File: src/rtl/ttt_turn_controller_pkg.sv
// rtl/ttt_turn_controller_pkg.sv - shared cell encoding, FSM states and win-line table
package ttt_pkg;

  localparam logic [1:0] CELL_EMPTY = 2'b00;
  localparam logic [1:0] CELL_P0    = 2'b10;
  localparam logic [1:0] CELL_P1    = 2'b11;

  localparam int NUM_CELLS = 9;
  localparam int NUM_LINES = 8;

  typedef enum logic [1:0] {
    ST_IDLE  = 2'd0,
    ST_PLAY  = 2'd1,
    ST_CHECK = 2'd2,
    ST_DONE  = 2'd3
  } ttt_state_e;

  // Rows, columns, then the two diagonals; row-major cell numbering.
  localparam logic [3:0] WIN_LINES [NUM_LINES][3] = '{
    '{4'd0, 4'd1, 4'd2},
    '{4'd3, 4'd4, 4'd5},
    '{4'd6, 4'd7, 4'd8},
    '{4'd0, 4'd3, 4'd6},
    '{4'd1, 4'd4, 4'd7},
    '{4'd2, 4'd5, 4'd8},
    '{4'd0, 4'd4, 4'd8},
    '{4'd2, 4'd4, 4'd6}
  };

  function automatic logic [1:0] cell_mark(input logic p);
    return p ? CELL_P1 : CELL_P0;
  endfunction

endpackage

File: src/rtl/ttt_turn_controller_if.sv
// rtl/ttt_turn_controller_if.sv - move request / cell drive / game status bundle
interface ttt_turn_controller_if;

  logic        start;
  logic        move_valid;
  logic [3:0]  move_idx;
  logic        move_ready;
  logic        move_err;
  logic [8:0]  cell_we;
  logic        player;
  logic [17:0] board;
  logic [1:0]  state;
  logic        winner_vld;
  logic        winner;
  logic [3:0]  move_count;
  logic        timeout;

  modport master (
    output start, move_valid, move_idx,
    input  move_ready, move_err, cell_we, player, board, state,
           winner_vld, winner, move_count, timeout
  );

  modport slave (
    input  start, move_valid, move_idx,
    output move_ready, move_err, cell_we, player, board, state,
           winner_vld, winner, move_count, timeout
  );

endinterface

File: src/rtl/ttt_line_checker.sv
// rtl/ttt_line_checker.sv - combinational three-in-a-row detector for one player
module ttt_line_checker
  import ttt_pkg::*;
(
  input  logic [17:0] board_i,
  input  logic        player_i,
  output logic        win_o
);

  logic [1:0] mark;

  assign mark = cell_mark(player_i);

  always_comb begin
    win_o = 1'b0;
    for (int l = 0; l < NUM_LINES; l++) begin
      if (board_i[2*WIN_LINES[l][0] +: 2] == mark &&
          board_i[2*WIN_LINES[l][1] +: 2] == mark &&
          board_i[2*WIN_LINES[l][2] +: 2] == mark) begin
        win_o = 1'b1;
      end
    end
  end

endmodule

File: src/rtl/ttt_turn_controller.sv
// rtl/ttt_turn_controller.sv - tic-tac-toe move validation, turn sequencing, win/draw detection
// Optional per-turn timer enabled by defining TTT_MOVE_TIMEOUT_EN.
module ttt_turn_controller
  import ttt_pkg::*;
#(
  parameter logic FIRST_PLAYER   = 1'b0,
  parameter int   TIMEOUT_CYCLES = 1000
) (
  input  logic                   clk,
  input  logic                   rst_n,
  ttt_turn_controller_if.slave   ctrl_if
);

  if (TIMEOUT_CYCLES < 2) begin : g_bad_timeout
    $error("TIMEOUT_CYCLES must be at least 2");
  end

  ttt_state_e  state_q, state_d;
  logic [17:0] board_q, board_d;
  logic        player_q, player_d;
  logic [3:0]  count_q, count_d;
  logic [8:0]  cell_we_q, cell_we_d;
  logic        move_err_q, move_err_d;
  logic        winner_vld_q, winner_vld_d;
  logic        winner_q, winner_d;
  logic        timeout_q, timeout_d;

  logic        win;
  logic        handshake;
  logic        legal;
  logic        expired;
  logic [8:0]  idx_onehot;
  logic [17:0] board_shifted;

  assign handshake     = ctrl_if.move_valid && (state_q == ST_PLAY);
  assign idx_onehot    = 9'd1 << ctrl_if.move_idx;
  assign board_shifted = board_q >> {ctrl_if.move_idx, 1'b0};
  assign legal         = (ctrl_if.move_idx <= 4'd8) && (board_shifted[1:0] == CELL_EMPTY);

  ttt_line_checker u_line_checker (
    .board_i  (board_q),
    .player_i (player_q),
    .win_o    (win)
  );

`ifdef TTT_MOVE_TIMEOUT_EN
  localparam int TW = $clog2(TIMEOUT_CYCLES);

  logic [TW-1:0] timer_q, timer_d;

  assign expired = (timer_q == TW'(TIMEOUT_CYCLES - 1));

  // Any entry into PLAY (start or return from CHECK) restarts the count.
  always_comb begin
    timer_d = '0;
    if (!ctrl_if.start && state_q == ST_PLAY && state_d == ST_PLAY) begin
      timer_d = timer_q + 1'b1;
    end
  end

  always_ff @(posedge clk or negedge rst_n) begin
    if (!rst_n) begin
      timer_q <= '0;
    end else begin
      timer_q <= timer_d;
    end
  end
`else
  assign expired = 1'b0;
`endif

  always_comb begin
    state_d      = state_q;
    board_d      = board_q;
    player_d     = player_q;
    count_d      = count_q;
    cell_we_d    = '0;
    move_err_d   = 1'b0;
    winner_vld_d = winner_vld_q;
    winner_d     = winner_q;
    timeout_d    = timeout_q;

    // start outranks any move presented in the same cycle.
    if (ctrl_if.start) begin
      state_d      = ST_PLAY;
      board_d      = '0;
      player_d     = FIRST_PLAYER;
      count_d      = '0;
      winner_vld_d = 1'b0;
      winner_d     = 1'b0;
      timeout_d    = 1'b0;
    end else begin
      unique case (state_q)
        ST_IDLE: ;
        ST_PLAY: begin
          if (handshake && legal) begin
            cell_we_d = idx_onehot;
            for (int i = 0; i < NUM_CELLS; i++) begin
              if (idx_onehot[i]) board_d[2*i +: 2] = cell_mark(player_q);
            end
            if (count_q != 4'd9) count_d = count_q + 4'd1;
            state_d = ST_CHECK;
          end else begin
            move_err_d = handshake;
            if (expired) begin
              state_d      = ST_DONE;
              winner_vld_d = 1'b1;
              winner_d     = ~player_q;
              timeout_d    = 1'b1;
            end
          end
        end
        ST_CHECK: begin
          if (win) begin
            state_d      = ST_DONE;
            winner_vld_d = 1'b1;
            winner_d     = player_q;
          end else if (count_q == 4'd9) begin
            state_d      = ST_DONE;
            winner_vld_d = 1'b0;
          end else begin
            state_d  = ST_PLAY;
            player_d = ~player_q;
          end
        end
        ST_DONE: ;
        default: state_d = ST_IDLE;
      endcase
    end
  end

  always_ff @(posedge clk or negedge rst_n) begin
    if (!rst_n) begin
      state_q      <= ST_IDLE;
      board_q      <= '0;
      player_q     <= FIRST_PLAYER;
      count_q      <= '0;
      cell_we_q    <= '0;
      move_err_q   <= 1'b0;
      winner_vld_q <= 1'b0;
      winner_q     <= 1'b0;
      timeout_q    <= 1'b0;
    end else begin
      state_q      <= state_d;
      board_q      <= board_d;
      player_q     <= player_d;
      count_q      <= count_d;
      cell_we_q    <= cell_we_d;
      move_err_q   <= move_err_d;
      winner_vld_q <= winner_vld_d;
      winner_q     <= winner_d;
      timeout_q    <= timeout_d;
    end
  end

  assign ctrl_if.move_ready = (state_q == ST_PLAY);
  assign ctrl_if.move_err   = move_err_q;
  assign ctrl_if.cell_we    = cell_we_q;
  assign ctrl_if.player     = player_q;
  assign ctrl_if.board      = board_q;
  assign ctrl_if.state      = state_q;
  assign ctrl_if.winner_vld = winner_vld_q;
  assign ctrl_if.winner     = winner_q;
  assign ctrl_if.move_count = count_q;
  assign ctrl_if.timeout    = timeout_q;

endmodule

File: src/flat_wrapper.sv
// flat-port wrapper written by rule: the top's interface ports become plain ports
module ttt_turn_controller_flat import ttt_pkg::*;
#(
  parameter logic FIRST_PLAYER   = 1'b0,
  parameter int   TIMEOUT_CYCLES = 1000
)
  (clk, rst_n, ctrl_if_start, ctrl_if_move_valid, ctrl_if_move_idx, ctrl_if_move_ready, ctrl_if_move_err, ctrl_if_cell_we, ctrl_if_player, ctrl_if_board, ctrl_if_state, ctrl_if_winner_vld, ctrl_if_winner, ctrl_if_move_count, ctrl_if_timeout);
  ttt_turn_controller_if ctrl_if_i ();
  input  logic clk;
  input  logic rst_n;
  input wire logic [$bits(ctrl_if_i.start)-1:0] ctrl_if_start;
  input wire logic [$bits(ctrl_if_i.move_valid)-1:0] ctrl_if_move_valid;
  input wire logic [$bits(ctrl_if_i.move_idx)-1:0] ctrl_if_move_idx;
  output wire logic [$bits(ctrl_if_i.move_ready)-1:0] ctrl_if_move_ready;
  output wire logic [$bits(ctrl_if_i.move_err)-1:0] ctrl_if_move_err;
  output wire logic [$bits(ctrl_if_i.cell_we)-1:0] ctrl_if_cell_we;
  output wire logic [$bits(ctrl_if_i.player)-1:0] ctrl_if_player;
  output wire logic [$bits(ctrl_if_i.board)-1:0] ctrl_if_board;
  output wire logic [$bits(ctrl_if_i.state)-1:0] ctrl_if_state;
  output wire logic [$bits(ctrl_if_i.winner_vld)-1:0] ctrl_if_winner_vld;
  output wire logic [$bits(ctrl_if_i.winner)-1:0] ctrl_if_winner;
  output wire logic [$bits(ctrl_if_i.move_count)-1:0] ctrl_if_move_count;
  output wire logic [$bits(ctrl_if_i.timeout)-1:0] ctrl_if_timeout;
  assign ctrl_if_i.start = ctrl_if_start;
  assign ctrl_if_i.move_valid = ctrl_if_move_valid;
  assign ctrl_if_i.move_idx = ctrl_if_move_idx;
  assign ctrl_if_move_ready = ctrl_if_i.move_ready;
  assign ctrl_if_move_err = ctrl_if_i.move_err;
  assign ctrl_if_cell_we = ctrl_if_i.cell_we;
  assign ctrl_if_player = ctrl_if_i.player;
  assign ctrl_if_board = ctrl_if_i.board;
  assign ctrl_if_state = ctrl_if_i.state;
  assign ctrl_if_winner_vld = ctrl_if_i.winner_vld;
  assign ctrl_if_winner = ctrl_if_i.winner;
  assign ctrl_if_move_count = ctrl_if_i.move_count;
  assign ctrl_if_timeout = ctrl_if_i.timeout;
  ttt_turn_controller #(.FIRST_PLAYER(FIRST_PLAYER), .TIMEOUT_CYCLES(TIMEOUT_CYCLES)) u_core (.clk(clk), .rst_n(rst_n), .ctrl_if(ctrl_if_i));
endmodule
File: config.mk
export PLATFORM = sky130hd
export DESIGN_NAME = ttt_turn_controller_flat
export DESIGN_NICKNAME = d
export VERILOG_FILES = /design/src/rtl/ttt_turn_controller_pkg.sv /design/src/rtl/ttt_turn_controller_if.sv /design/src/rtl/ttt_line_checker.sv /design/src/rtl/ttt_turn_controller.sv /design/src/flat_wrapper.sv
export SDC_FILE = /design/constraint.sdc
export NUM_CORES = 1
export LEC_CHECK = 0
export ABC_AREA = 1
export CORE_MARGIN = 3
export CORE_UTILIZATION = 35
export CTS_CLUSTER_SIZE = 25
export DETAILED_ROUTE_END_ITERATION = 7
export GPL_ROUTABILITY_DRIVEN = 1
export RECOVER_POWER = 50
export SLEW_MARGIN = 20
export SYNTH_ARGS = -nofsm -noshare
export SYNTH_HDL_FRONTEND = slang
export SYNTH_SLANG_ARGS = --single-unit
File: constraint.sdc
create_clock -name clk -period 1.4 [get_ports clk]
set_input_delay 0.28 -clock clk [delete_from_list [all_inputs] [get_ports clk]]
set_output_delay 0.28 -clock clk [all_outputs]
set_load 0.005 [all_outputs]
# Yosys cells after proc, flatten, opt, wreduce, memory -nomap -nowiden
# Cells that the tools add are included.
# W data, S select, Z words.
[word_totals]
word_cells = 134
mem_bits_rw = 0
rom_bits = 0
latchBits = 0
ff_bits = 37
input_bits = 8
out_inout_bits = 39
memories = 0
[classes]
n_mul = 0
n_reduce_logical = 50
muxes = 47
div_mod_pow = 0
n_lt_le_gt_ge = 1
add_sub_neg = 1
n_bitwise = 1
n_shift = 2
n_eq_ne = 16
[op_table]
columns = ["operator", "count"]
rows = [
  ["$mux W18", 3],
  ["$reduce_and A3 Y1", 11],
  ["$reduce_bool A2 Y1", 14],
  ["$mux W9", 3],
  ["$mux W2", 13],
  ["$mux W1", 23],
  ["$logic_and A1 B1 Y1", 19],
  ["$eq A2 B2 Y1", 9],
  ["$shr A18 B5 Y2", 1],
  ["$mux W4", 4],
  ["$shl A1 B4 Y9 const A", 1],
  ["$reduce_and A2 Y1", 3],
  ["$reduce_bool A3 Y1", 2],
  ["$add A4 B1 Y4 const B", 1],
  ["$eq A4 B4 Y1 const B", 1],
  ["$le A4 B4 Y1 const B", 1],
  ["$ne A2 B2 Y1 const B", 2],
  ["$ne A4 B4 Y1 const B", 1],
  ["$pmux W2 S2", 1],
  ["$ne A3 B2 Y1 const B", 1],
  ["$eq A2 B1 Y1 const B", 1],
  ["$eq A2 B2 Y1 const B", 1],
  ["$logic_not A2 Y1", 1],
  ["$not A1 Y1", 1],
]

# Logic depth before layout (Yosys ltp)
# Gate-level depths: netlist of run 1.
[depth]
depth_word = 15
mapped_depth = 13
depth_no_buf = 13

# By module
# A second synthesis of run 1 with hierarchy kept.
[hier_totals]
cells_unflattened = 288
area_unflattened_um2 = 2090.8
[modules_own_cells]
columns = ["mod", "area_each_um2", "cells_per_inst", "seq_area_each_um2", "instances"]
rows = [
  ["ttt_turn_controller", 1850.5, 232, 925.9, 1],
  ["ttt_line_checker", 240.2, 56, 0.0, 1],
]

# Worst setup path after synthesis of run 1
# No wires, ideal clock.
[synth_timing]
path_type = "register -> register"
from = "register u_core.board_q[6] (netlist: u_core.ctrl_if.board[6])"
to = "register u_core.board_q[14] (netlist: u_core.ctrl_if.board[14])"
period_less_slack_ns = 1.414
arrival_ns = 1.301
setup_time_ns = 0.113
slack_ns = -0.014
path_stages_with_launch = 12
n_path_buf = 1
required_time_ns = 1.287
path_cell_list = "dfrtp_1 nor2_1 nor2_1 nor2_1 nand2_1 nand2_2 nand3_4 nor2_4 buf_12 nand3_1 nand2_1 inv_1"
[synth_via]
elab_chain_len = 6
[synth_lines]
columns = ["element", "line_no", "source"]
rows = [
  ["start: declaration", "ttt_turn_controller.sv:19", "logic [17:0] board_q, board_d;"],
  ["start signal: assignment", "ttt_turn_controller.sv:145", "board_q <= board_d;"],
  ["$shr A18 B5 Y2", "ttt_turn_controller.sv:37", "assign board_shifted = board_q >> {ctrl_if.move_idx, 1'b0};"],
  ["$logic_not A2 Y1", "ttt_turn_controller.sv:38", "assign legal = (ctrl_if.move_idx <= 4'd8) && (board_shifted[1:0] == CELL_EMPTY);"],
  ["$logic_and A1 B1 Y1", "ttt_turn_controller.sv:38", ""],
  ["$logic_and A1 B1 Y1", "ttt_turn_controller.sv:96", "if (handshake && legal) begin"],
  ["$reduce_bool A2 Y1 (no source line)", "-", ""],
  ["$reduce_and A3 Y1 (no source line)", "-", ""],
]
# No other way between the ends.
# A chain may end at the register's enable or synchronous reset.

# Final worst setup path of run 1
[layout_timing]
from = "register u_core.player_q (netlist: u_core.ctrl_if.player)"
to = "register u_core.winner_q (netlist: u_core.ctrl_if.winner)"
[layout_via]
elab_chain_len = 14
elab_cells_between_ends = 39
cone_classes = "9 x eq/ne; 12 x mux; 18 x reduce/logical"
[layout_lines]
columns = ["element", "line_no", "source"]
rows = [
  ["start: declaration", "ttt_turn_controller.sv:20", "logic player_q, player_d;"],
  ["start signal: assignment", "ttt_turn_controller.sv:146", "player_q <= player_d;"],
  ["$mux W1", "ttt_turn_controller_pkg.sv:31", "return p ? CELL_P1 : CELL_P0;"],
  ["$eq A2 B2 Y1 (on tied branches)", "ttt_line_checker.sv:17, ttt_line_checker.sv:18", ""],
  ["$logic_and A1 B1 Y1", "ttt_line_checker.sv:17", "if (board_i[2*WIN_LINES[l][0] +: 2] == mark &&"],
  ["$logic_and A1 B1 Y1", "ttt_line_checker.sv:18", "board_i[2*WIN_LINES[l][1] +: 2] == mark &&"],
  ["$mux W1 (8 in series)", "ttt_line_checker.sv:17", ""],
  ["$reduce_bool A2 Y1 (no source line)", "-", ""],
  ["$reduce_and A2 Y1 (no source line)", "-", ""],
  ["end signal: assignment", "ttt_turn_controller.sv:151", "winner_q <= winner_d;"],
  ["end: declaration", "ttt_turn_controller.sv:25", "logic winner_q, winner_d;"],
]
# Parallel ways exist; a longest one is shown, timed or not. The select of a mux whose other input is x is not followed.

==> reports/qor.log, run 1 <==
INFO  yosys          ys_seq_elements=37
INFO  yosys          synthesis.instances=266
INFO  sta            setup_repair_after_global_routing_missed_its_margin=yes
INFO  floorplan      floorplan.die.width=82.3µm
INFO  floorplan      io-pin-count=47
INFO  sta            relSlewSlack=0.373
INFO  sta            report.final.hold_viol_count=0
INFO  yosys          number_of_distinct_library_cells_after_synthesis=27
INFO  detailed_routing drtAntennaViolNets=0
INFO  clock_tree     clock_sink_count=37
INFO  setup_path     timing.setup.critical_path_class=reg -> reg
INFO  sta            slew_violations=0
INFO  run_status     failed_checks=setup timing
INFO  sta            finalSetupViolations=35
INFO  sta            post-route-worst-setup-slack=-167ps
INFO  finish         post_route_cells_drive_above_1_share=0.450
INFO  yosys          synth.net_count=276
INFO  yosys          seq_area_frac_synth=0.454
INFO  grt            grt_use_total=0.182
INFO  hold_path      min_path_type=in -> async
INFO  detailed_routing first_iter_violations=131
INFO  sta            worst_clock_skew=2.65ps
INFO  grt            grt_max_degree=38
INFO  setup_path     arrival=1760ps
INFO  clock_tree     cts_tree=done
INFO  sta            final_period_minus_worst_setup_slack=1570ps
INFO  detailed_routing detail_route.drc_violations=0
INFO  clock_tree     cts_htree_levels=2
INFO  setup_path     crit-reg2reg-launch=u_core.ctrl_if.player
INFO  finish         synthToLayoutAreaGrowth=67.0%
INFO  floorplan      die_h=82.3µm
INFO  floorplan      initial_core_util=0.366
INFO  setup_path     r2r_cells=12
INFO  floorplan      count_of_standard_cell_rows=27
INFO  clock_tree     tritoncts.num_buffers=5
INFO  grt            grt_first_pass_wirelength=9.27mm
INFO  floorplan      core_area=5570µm²
INFO  setup_path     capturing_point_of_the_worst_reg2reg_path=u_core.ctrl_if.winner
INFO  place          post_dp_cell_area=2900µm²
INFO  setup_path     critPathLaunchType=register
INFO  floorplan      die_area=6770µm²
INFO  detailed_routing drt_first_pass_iters=4
INFO  run_status     outcome=complete, but fails checks
INFO  clock_tree     clk_path_buf_depth=2
INFO  finish         layout.cells.most_common=sky130_fd_sc_hd__buf_4
INFO  clock_tree     insertion_delay=300ps
INFO  yosys          synth.yosys.warnings=0
INFO  run            cap_viol_max_count=0
INFO  detailed_routing avgViaCountPerCell=4.56
INFO  clock_tree     cell_chosen_for_the_clock_root=sky130_fd_sc_hd__clkbuf_8
INFO  detailed_routing vias=2050
INFO  place          gp_congestion=0.801
INFO  setup_path     critical_path.endpoint_type=register
INFO  sta            tightest_slew=940ps
INFO  place          place.port_buffers=45
INFO  sta            max_freq=638MHz
INFO  pwr            totalPowerFinal=2.67mW
INFO  detailed_routing avgRoutedWirePerCell=12.6µm
INFO  setup_path     setup.reg_to_reg.worst_slack=-170ps
INFO  setup_path     critPathMaxFanout=5
INFO  pwr            p_leak=1.86nW
INFO  yosys          netlist_area=2040µm²
INFO  pwr            irDropWorstVdd=504µV
INFO  grt            grt_pass1_vias=2004
INFO  grt            initial_antenna_violation_count=0
INFO  finish         num_antenna_cells=0
INFO  finish         final_cell_area=3400µm²
INFO  sta            post-route-period-util=1.12
INFO  grt            globalRoute.totalOverflow=0
INFO  yosys          avg_inst_size_synth=7.66µm²
INFO  clock_tree     clock_transition_at_the_registers_of_the_reported_paths=80ps
INFO  place          dp_hpwl=4.01mm
INFO  pwr            power-per-cell-area=784nW/µm²
INFO  setup_path     cp_data_required_time=1590ps
INFO  detailed_routing detail_route.wirelength=5.65mm
INFO  finish         final_cell_mix=sky130_fd_sc_hd__buf_4 (51), sky130_fd_sc_hd__nand2_1 (42), sky130_fd_sc_hd__dfrtp_1 (37)
INFO  finish         design.final.nets=387
## cell usage after synthesis
| master | number | area (µm²) |
|---|---|---|
| sky130_fd_sc_hd__nand2_1 | 60 | 225 |
| sky130_fd_sc_hd__nor2_1 | 57 | 214 |
| sky130_fd_sc_hd__dfrtp_1 | 37 | 926 |
| sky130_fd_sc_hd__inv_1 | 33 | 124 |
| sky130_fd_sc_hd__nand3_1 | 18 | 90.1 |
| sky130_fd_sc_hd__a21oi_2 | 8 | 70.1 |
| sky130_fd_sc_hd__nand2_4 | 8 | 90.1 |
| sky130_fd_sc_hd__o21ai_1 | 7 | 35.0 |
| sky130_fd_sc_hd__nand2_2 | 5 | 31.3 |
| sky130_fd_sc_hd__o21ai_0 | 5 | 25.0 |
| sky130_fd_sc_hd__a21oi_1 | 4 | 20.0 |
| sky130_fd_sc_hd__clkbuf_1 | 3 | 11.3 |
| sky130_fd_sc_hd__buf_4 | 2 | 15.0 |
| sky130_fd_sc_hd__ha_1 | 2 | 25.0 |
| sky130_fd_sc_hd__inv_2 | 2 | 7.51 |
| sky130_fd_sc_hd__nor2_2 | 2 | 12.5 |
| sky130_fd_sc_hd__o21ai_2 | 2 | 17.5 |
| sky130_fd_sc_hd__xor2_1 | 2 | 17.5 |
| sky130_fd_sc_hd__buf_1 | 1 | 3.75 |
| sky130_fd_sc_hd__buf_12 | 1 | 20.0 |
| sky130_fd_sc_hd__conb_1 | 1 | 3.75 |
| sky130_fd_sc_hd__nand3_4 | 1 | 17.5 |
| sky130_fd_sc_hd__nand4_1 | 1 | 6.26 |
| sky130_fd_sc_hd__nor2_4 | 1 | 11.3 |
| sky130_fd_sc_hd__nor3_1 | 1 | 5.00 |
| sky130_fd_sc_hd__nor3b_1 | 1 | 7.51 |
| sky130_fd_sc_hd__nor4_1 | 1 | 6.26 |
## report_power, final
group          switching, mW  internal, mW
logic                  0.242         0.216
registers             0.0109          1.09
clock network          0.406         0.708
## timing repair
item                                    CTS  global route
pin swaps                                22            27
cloned                                    1             0
resized for setup                        99            50
endpoints found under the setup margin   73            44
hold buffers                              0             0
buffers inserted                         14             3
## kinds of logic after synthesis
kind of cell | Yosys count | share of synthesized area
buffers and inverters | 42 | 0.0890
xor gates and xnor gates | 2 | 0.00860
and+or+nand+nor | 156 | 0.352
adders and majority gates | 2 | 0.0123
DFF | 37 | 0.454
other | 1 | 0.00184
AOI/OAI and AO/OA | 26 | 0.0823
## how the worst max path moves through the flow
stage | start | slack [ps] | end
4_1_cts | u_core.ctrl_if.board[14] | -170 | u_core.ctrl_if.board[6]
2_1_floorplan | u_core.ctrl_if.board[6] | -10 | u_core.ctrl_if.board[14]
3_3_place_gp | ctrl_if_move_idx[0] | -560 | u_core.ctrl_if.board[6]
5_1_grt | u_core.ctrl_if.board[15] | -280 | u_core.ctrl_if.board[6]
3_5_place_dp | ctrl_if_move_idx[1] | -600 | u_core.ctrl_if.board[6]
6_report | u_core.ctrl_if.player | -170 | u_core.ctrl_if.winner
## registers in the layout, indices dropped and copies added, names as in the netlist
register and count:
u_core.ctrl_if.winner 1, u_core.ctrl_if.move_count 4, u_core.ctrl_if.board 18, u_core.ctrl_if.winner_vld 1, u_core.ctrl_if.cell_we 9, u_core.ctrl_if.move_err 1
u_core.ctrl_if.state 2, u_core.ctrl_if.player 1
## metrics by stage
stage	util	TNS [ps]	std cells	worst slack, ps	hold WS, ps
floorplan	-	-13.9	266	-13.9	-15.6
global placement	0.520	-17320	426	-557	358
detailed placement	0.520	-17770	426	-600	360
CTS	0.581	-4000	449	-166	39.7
global route	0.611	-8230	450	-282	282
finish	0.611	-4010	450	-167	200
## layer usage
layer	routed length (µm)	share of wire	GRT usage
met4	102	0.018	0.0631
met3	160	0.028	0.0369
met1	2560	0.45	0.235
met5	0	0	0
met2	2830	0.50	0.303
## worst max-delay path, stage by stage, from the launching register on
cell and delay [ps]:
sky130_fd_sc_hd__dfrtp_1 400, sky130_fd_sc_hd__buf_6 140, sky130_fd_sc_hd__buf_8 130, sky130_fd_sc_hd__nand2_2 70
sky130_fd_sc_hd__nand2_2 60, sky130_fd_sc_hd__nor2_4 120, sky130_fd_sc_hd__nand2_1 80, sky130_fd_sc_hd__a21oi_2 180
sky130_fd_sc_hd__nor2_4 60, sky130_fd_sc_hd__nand2_2 70, sky130_fd_sc_hd__nand2_2 60, sky130_fd_sc_hd__nand2_1 50
sky130_fd_sc_hd__nand2_1 40
## cell type report
class / instances / area (µm²)
Inverter: 35 / 134
Fill cell: 499 / 2170
Multi-Input combinational cell: 187 / 1180
Clock inverter: 3 / 65.1
Tap cell: 72 / 90.1
Timing Repair Buffer: 111 / 943
Clock buffer: 5 / 68.8
Sequential cell: 37 / 926
Note: power is estimated with default switching activity, not from simulation.
==> run 2: changes to the inputs <==
--- a/config.mk
+++ b/config.mk
@@ -6,7 +6,7 @@
 export NUM_CORES = 1
 export LEC_CHECK = 0
 export ABC_AREA = 1
-export CORE_MARGIN = 3
+export CORE_MARGIN = 2
 export CORE_UTILIZATION = 35
 export CTS_CLUSTER_SIZE = 25
 export DETAILED_ROUTE_END_ITERATION = 7
==> reports/qor.log, run 2 (synthesized netlist as in run 1, its figures left out) <==
INFO  finish         final_cell_area=3220µm²
INFO  setup_path     cp_common_cell=sky130_fd_sc_hd__nor2_2
INFO  place          place.port_buffers=45
INFO  place          post_dp_cell_area=2920µm²
INFO  sta            report.final.hold_viol_count=0
INFO  pwr            power-per-cell-area=692nW/µm²
INFO  detailed_routing first_iter_violations=86
INFO  sta            setup_total_negative_slack=-4470ps
INFO  sta            worst_clock_skew=2.44ps
INFO  clock_tree     clk_path_buf_depth=2
INFO  run_status     failed_checks=setup timing
INFO  sta            relSlewSlack=0.656
INFO  setup_path     cp_data_required_time=1620ps
INFO  finish         num_antenna_cells=0
INFO  sta            setup_repair_after_global_routing_missed_its_margin=yes
INFO  clock_tree     cts_htree_levels=2
INFO  floorplan      count_of_standard_cell_rows=27
INFO  finish         layout.cells.most_common=sky130_fd_sc_hd__buf_4
INFO  setup_path     critPathMaxStageDelay=390ps
INFO  clock_tree     clock_transition_at_the_registers_of_the_reported_paths=70ps
INFO  sta            final_period_minus_worst_setup_slack=1560ps
INFO  detailed_routing drtAntennaViolNets=0
INFO  sta            max_freq=642MHz
INFO  detailed_routing vias=2000
INFO  setup_path     critical_path.endpoint_type=register
INFO  setup_path     critPathMaxFanout=6
INFO  setup_path     critPathLaunchType=register
INFO  detailed_routing avgViaCountPerCell=4.51
INFO  finish         max_reg_flops=18
INFO  detailed_routing detail_route.wirelength=5.31mm
INFO  setup_path     timing.setup.critical_path_class=reg -> reg
INFO  grt            grt_max_degree=38
INFO  floorplan      die_h=80.3µm
INFO  finish         multi_input_comb_area=1090µm²
INFO  floorplan      die_area=6450µm²
INFO  setup_path     cpMaxStageDelayCell=sky130_fd_sc_hd__dfrtp_1
INFO  place          gp_congestion=0.924
INFO  grt            grt_first_pass_wirelength=8.89mm
INFO  sta            post-route-period-util=1.11
INFO  hold_path      min_path_type=reg -> reg
INFO  grt            grt_use_total=0.181
INFO  floorplan      initial_core_util=0.366
INFO  sta            finalHoldWorstSlack=569ps
INFO  place          dp_hpwl=3.97mm
INFO  clock_tree     cell_chosen_for_the_clock_root=sky130_fd_sc_hd__clkbuf_8
INFO  detailed_routing avgRoutedWirePerCell=12.0µm
INFO  finish         design.final.nets=381
INFO  clock_tree     cts_tree=done
INFO  grt            initial_antenna_violation_count=0
INFO  finish         fillers=536
INFO  detailed_routing drt_first_pass_iters=4
INFO  setup_path     cp_cell_sequence=nor2_2 > nor2_1 > nor2_2 > nand2_1 > nand2_2 > nand3_4 > nor2_4 > buf_12 > nand2_4 > o21ai_2
INFO  clock_tree     insertion_delay=290ps
INFO  run            cap_viol_max_count=0
INFO  sta            finalSetupViolations=36
INFO  clock_tree     clock_sink_count=37
INFO  floorplan      io-pin-count=47
INFO  finish         final_cell_mix=sky130_fd_sc_hd__buf_4 (52), sky130_fd_sc_hd__nand2_1 (49), sky130_fd_sc_hd__dfrtp_1 (36)
INFO  pwr            irDropWorstVdd=480µV
INFO  floorplan      core_area=5570µm²
INFO  setup_path     critical_path.n_buffers_inverters=1
INFO  grt            grt_pass1_vias=1882
INFO  floorplan      floorplan.die.width=80.3µm
INFO  pwr            p_leak=1.87nW
INFO  sta            slew_violations=0
INFO  detailed_routing detail_route.drc_violations=0
INFO  sta            tightest_slew=515ps
INFO  finish         synthToLayoutAreaGrowth=58.2%
INFO  finish         post_route_cells_drive_above_1_share=0.399
INFO  clock_tree     tritoncts.num_buffers=5
INFO  run_status     outcome=complete, but fails checks
INFO  setup_path     arrival=1780ps
INFO  sta            post-route-worst-setup-slack=-157ps
INFO  setup_path     critPathTopFamily=simple AND/OR/NAND/NOR gates
INFO  grt            globalRoute.totalOverflow=0
INFO  finish         final-seq-area=927µm²
==> run 2: worst min-delay path, cell delays in order (launching register included) <==
cell,delay (ps)
sky130_fd_sc_hd__dfrtp_1,380
sky130_fd_sc_hd__o21ai_0,100
sky130_fd_sc_hd__a21oi_2,60
==> run 2: cell type report <==
cell class                 instances  share of cell area
inverter                          35              0.0415
sequential                        37               0.288
clock buffer                       7              0.0268
multi-input combinational        187               0.338
timing repair buffer             105               0.278
tap                               72              0.0279
==> run 2: layer usage <==
metal  global-route usage  part of all wire  vias to the layer above
li1                     -                 -                     1027
met5                    0                 0                        -
met2                0.282              0.46                       30
met4               0.0559             0.015                        0
met1                0.255              0.49                      937
met3               0.0337             0.031                        6
==> run 2: path summary, 6_finish.rpt <==
| path | cells after the start | slack, ps | endpoint | startpoint |
|---|---|---|---|---|
| worst max-delay path | 10 | -160 | u_core.ctrl_if.board[12] | u_core.ctrl_if.board[13] |
| worst min-delay path | 2 | 570 | u_core.ctrl_if.winner_vld | u_core.ctrl_if.winner_vld |
| worst max register to register | 10 | -160 | u_core.ctrl_if.board[12] | u_core.ctrl_if.board[13] |
| worst min register to register | 2 | 570 | u_core.ctrl_if.winner_vld | u_core.ctrl_if.winner_vld |
| max in group asynchronous | 3 | 410 | u_core.ctrl_if.player | rst_n |
| min in group asynchronous | 3 | 600 | u_core.ctrl_if.cell_we[3] | rst_n |
==> run 2: what timing repair did <==
item,CTS,global route
setup buffers,9,1
hold endpoints to repair,37,0
endpoints found under the setup margin,68,46
pin swaps,17,14
hold buffers,1,0
gates cloned,0,0
resized for setup,71,45
==> run 2: through the flow <==
step	setup slack (ps)	cells	power, mW	utilization
2_1_floorplan	-13.9	266	1.28	-
3_3_place_gp	-547	425	1.48	0.523
3_5_place_dp	-613	425	1.48	0.523
4_1_cts	-160	442	2.26	0.559
5_1_grt	-335	443	2.36	0.578
6_report	-157	443	2.23	0.578
==> run 2: power breakdown <==
group          switching, mW  internal, mW
logic                  0.209         0.172
registers             0.0119          1.09
clock network          0.360         0.390
total                  0.581          1.65
==> run 3: changes to the inputs <==
--- a/config.mk
+++ b/config.mk
@@ -12,6 +12,7 @@
 export DETAILED_ROUTE_END_ITERATION = 7
 export GPL_ROUTABILITY_DRIVEN = 1
 export RECOVER_POWER = 50
+export SETUP_SLACK_MARGIN = 0.02
 export SLEW_MARGIN = 20
 export SYNTH_ARGS = -nofsm -noshare
 export SYNTH_HDL_FRONTEND = slang
==> reports/qor.log, run 3 (synthesized netlist as in run 1, its figures left out) <==
INFO  floorplan      die_area=6450µm²
INFO  clock_tree     cell_chosen_for_the_clock_root=sky130_fd_sc_hd__clkbuf_8
INFO  floorplan      initial_core_util=0.366
INFO  detailed_routing detail_route.wirelength=5.58mm
INFO  grt            grt_max_degree=17
INFO  detailed_routing avgRoutedWirePerCell=12.4µm
INFO  floorplan      floorplan.die.width=80.3µm
INFO  grt            initial_antenna_violation_count=0
INFO  place          gp_congestion=0.875
INFO  setup_path     critPathMaxFanout=5
INFO  finish         final_cell_mix=sky130_fd_sc_hd__buf_4 (49), sky130_fd_sc_hd__nand2_1 (46), sky130_fd_sc_hd__dfrtp_1 (36)
INFO  grt            grt_first_pass_wirelength=9.31mm
INFO  grt            globalRoute.totalOverflow=0
INFO  detailed_routing drtAntennaViolNets=0
INFO  clock_tree     clock_transition_at_the_registers_of_the_reported_paths=70ps
INFO  run_status     outcome=complete, but fails checks
INFO  finish         multi_input_comb_area=1190µm²
INFO  detailed_routing vias=2042
INFO  run            cap_viol_max_count=0
INFO  clock_tree     clock_sink_count=37
INFO  grt            grt_use_total=0.188
INFO  finish         post_route_cells_drive_above_1_share=0.426
INFO  pwr            totalPowerFinal=2.25mW
INFO  place          post_dp_cell_area=2900µm²
INFO  finish         final-seq-area=927µm²
INFO  floorplan      core_area=5570µm²
INFO  finish         max_reg_flops=18
INFO  pwr            switching_share=0.271
INFO  run_status     failed_checks=setup timing
INFO  clock_tree     clk_path_buf_depth=2
INFO  pwr            irDropWorstVdd=529µV
INFO  pwr            combinationalPowerShare=0.191
INFO  finish         design.final.nets=387
INFO  grt            grt_pass1_vias=1995
INFO  clock_tree     cts_tree=done
INFO  clock_tree     insertion_delay=280ps
INFO  setup_path     cp_data_required_time=1610ps
INFO  clock_tree     cts_htree_levels=2
INFO  detailed_routing drt_first_pass_iters=4
INFO  pwr            p_seq_frac=0.490
INFO  pwr            p_leak=1.81nW
INFO  hold_path      min_path_type=in -> async
INFO  finish         num_antenna_cells=0
INFO  floorplan      io-pin-count=47
INFO  setup_path     timing.setup.critical_path_class=reg -> reg
INFO  sta            worst_clock_skew=4.59ps
INFO  sta            post-route-period-util=1.14
INFO  finish         finish.cell_count_without_fillers=450
INFO  place          dp_hpwl=4.08mm
INFO  place          dp.cells=424
INFO  setup_path     critical_path.endpoint_type=register
INFO  sta            finalSetupViolations=35
INFO  pwr            intPower=1.64mW
INFO  floorplan      die_h=80.3µm
INFO  sta            slew_violations=0
INFO  finish         layout.cells.most_common=sky130_fd_sc_hd__buf_4
INFO  clock_tree     tritoncts.num_buffers=5
INFO  pwr            pwr-share-clk=0.319
INFO  pwr            switching_power=608µW
INFO  detailed_routing detail_route.drc_violations=0
INFO  setup_path     arrival=1810ps
INFO  setup_path     critPathLaunchType=register
INFO  sta            setup_repair_after_global_routing_missed_its_margin=yes
INFO  sta            report.final.hold_viol_count=0
INFO  sta            max_freq=627MHz
INFO  place          dp_worst_setup_slack=-606ps
INFO  finish         fillers=494
INFO  floorplan      count_of_standard_cell_rows=27
INFO  sta            post-route-worst-setup-slack=-194ps
INFO  sta            final_period_minus_worst_setup_slack=1590ps
INFO  place          place.port_buffers=45
INFO  finish         final_cell_area=3360µm²
INFO  detailed_routing avgViaCountPerCell=4.54
INFO  finish         synthToLayoutAreaGrowth=64.9%
INFO  detailed_routing first_iter_violations=112
INFO  pwr            power-per-cell-area=668nW/µm²
INFO  sta            setup_total_negative_slack=-5370ps
==> run 3: per-layer routing <==
layer	GRT usage	wire, µm
met5	0	0
met4	0.0356	22
met3	0.0348	236
met2	0.314	2810
met1	0.254	2510
==> run 3: worst max-delay path, cell delays in order, from the launching register on <==
cell,delay [ps]
sky130_fd_sc_hd__dfrtp_1,400
sky130_fd_sc_hd__nor2_2,160
sky130_fd_sc_hd__nor2_1,60
sky130_fd_sc_hd__nor2_1,90
sky130_fd_sc_hd__nand2_1,70
sky130_fd_sc_hd__nand2_2,90
sky130_fd_sc_hd__nand3_4,80
sky130_fd_sc_hd__nor2_4,190
sky130_fd_sc_hd__buf_12,190
sky130_fd_sc_hd__nand2_8,60
sky130_fd_sc_hd__o21ai_2,120
==> run 3: cell type report <==
type | instances | area share
inverters | 35 | 0.0391
clock buffers | 8 | 0.0238
multi-input cells | 187 | 0.353
repair buffers | 111 | 0.281
well taps | 72 | 0.0268
flip-flops and latches | 37 | 0.276
==> run 3: final timing paths <==
check	startpoint	end	slack, ps	depth (start not counted)
worst max-delay path	u_core.ctrl_if.board[14]	u_core.ctrl_if.board[2]	-190	10
worst min-delay path	rst_n	u_core.ctrl_if.board[2]	420	2
worst max register to register	u_core.ctrl_if.board[14]	u_core.ctrl_if.board[2]	-190	10
worst min register to register	u_core.ctrl_if.board[17]	u_core.ctrl_if.board[17]	600	2
max in group asynchronous	rst_n	u_core.ctrl_if.player	260	3
min in group clk	u_core.ctrl_if.board[17]	u_core.ctrl_if.board[17]	600	2
==> run 3: power groups by stage <==
stage                     clock network [mW]  logic, mW  registers, mW
after floorplan                            0      0.154           1.13
after global routing                   0.774      0.470           1.10
after detailed placement                   0      0.356           1.12
after global placement                     0      0.355           1.12
after CTS                              0.735      0.393           1.10
final                                  0.716      0.430           1.10
==> run 3: timing repair <==
action / 4_1_cts / 5_1_grt
gates cloned: 1 / 0
buffers inserted: 11 / 5
hold endpoints to repair: 6 / 0
pin swaps: 14 / 26
resized for setup: 100 / 49
hold buffers: 1 / 0
endpoints found under the setup margin: 71 / 49
==> run 3: per-stage QoR <==
step	util	hold WS, ps
detailed placement	0.520	121
floorplan	-	-15.6
global route	0.603	435
global placement	0.520	123
CTS	0.570	354
finish	0.603	415
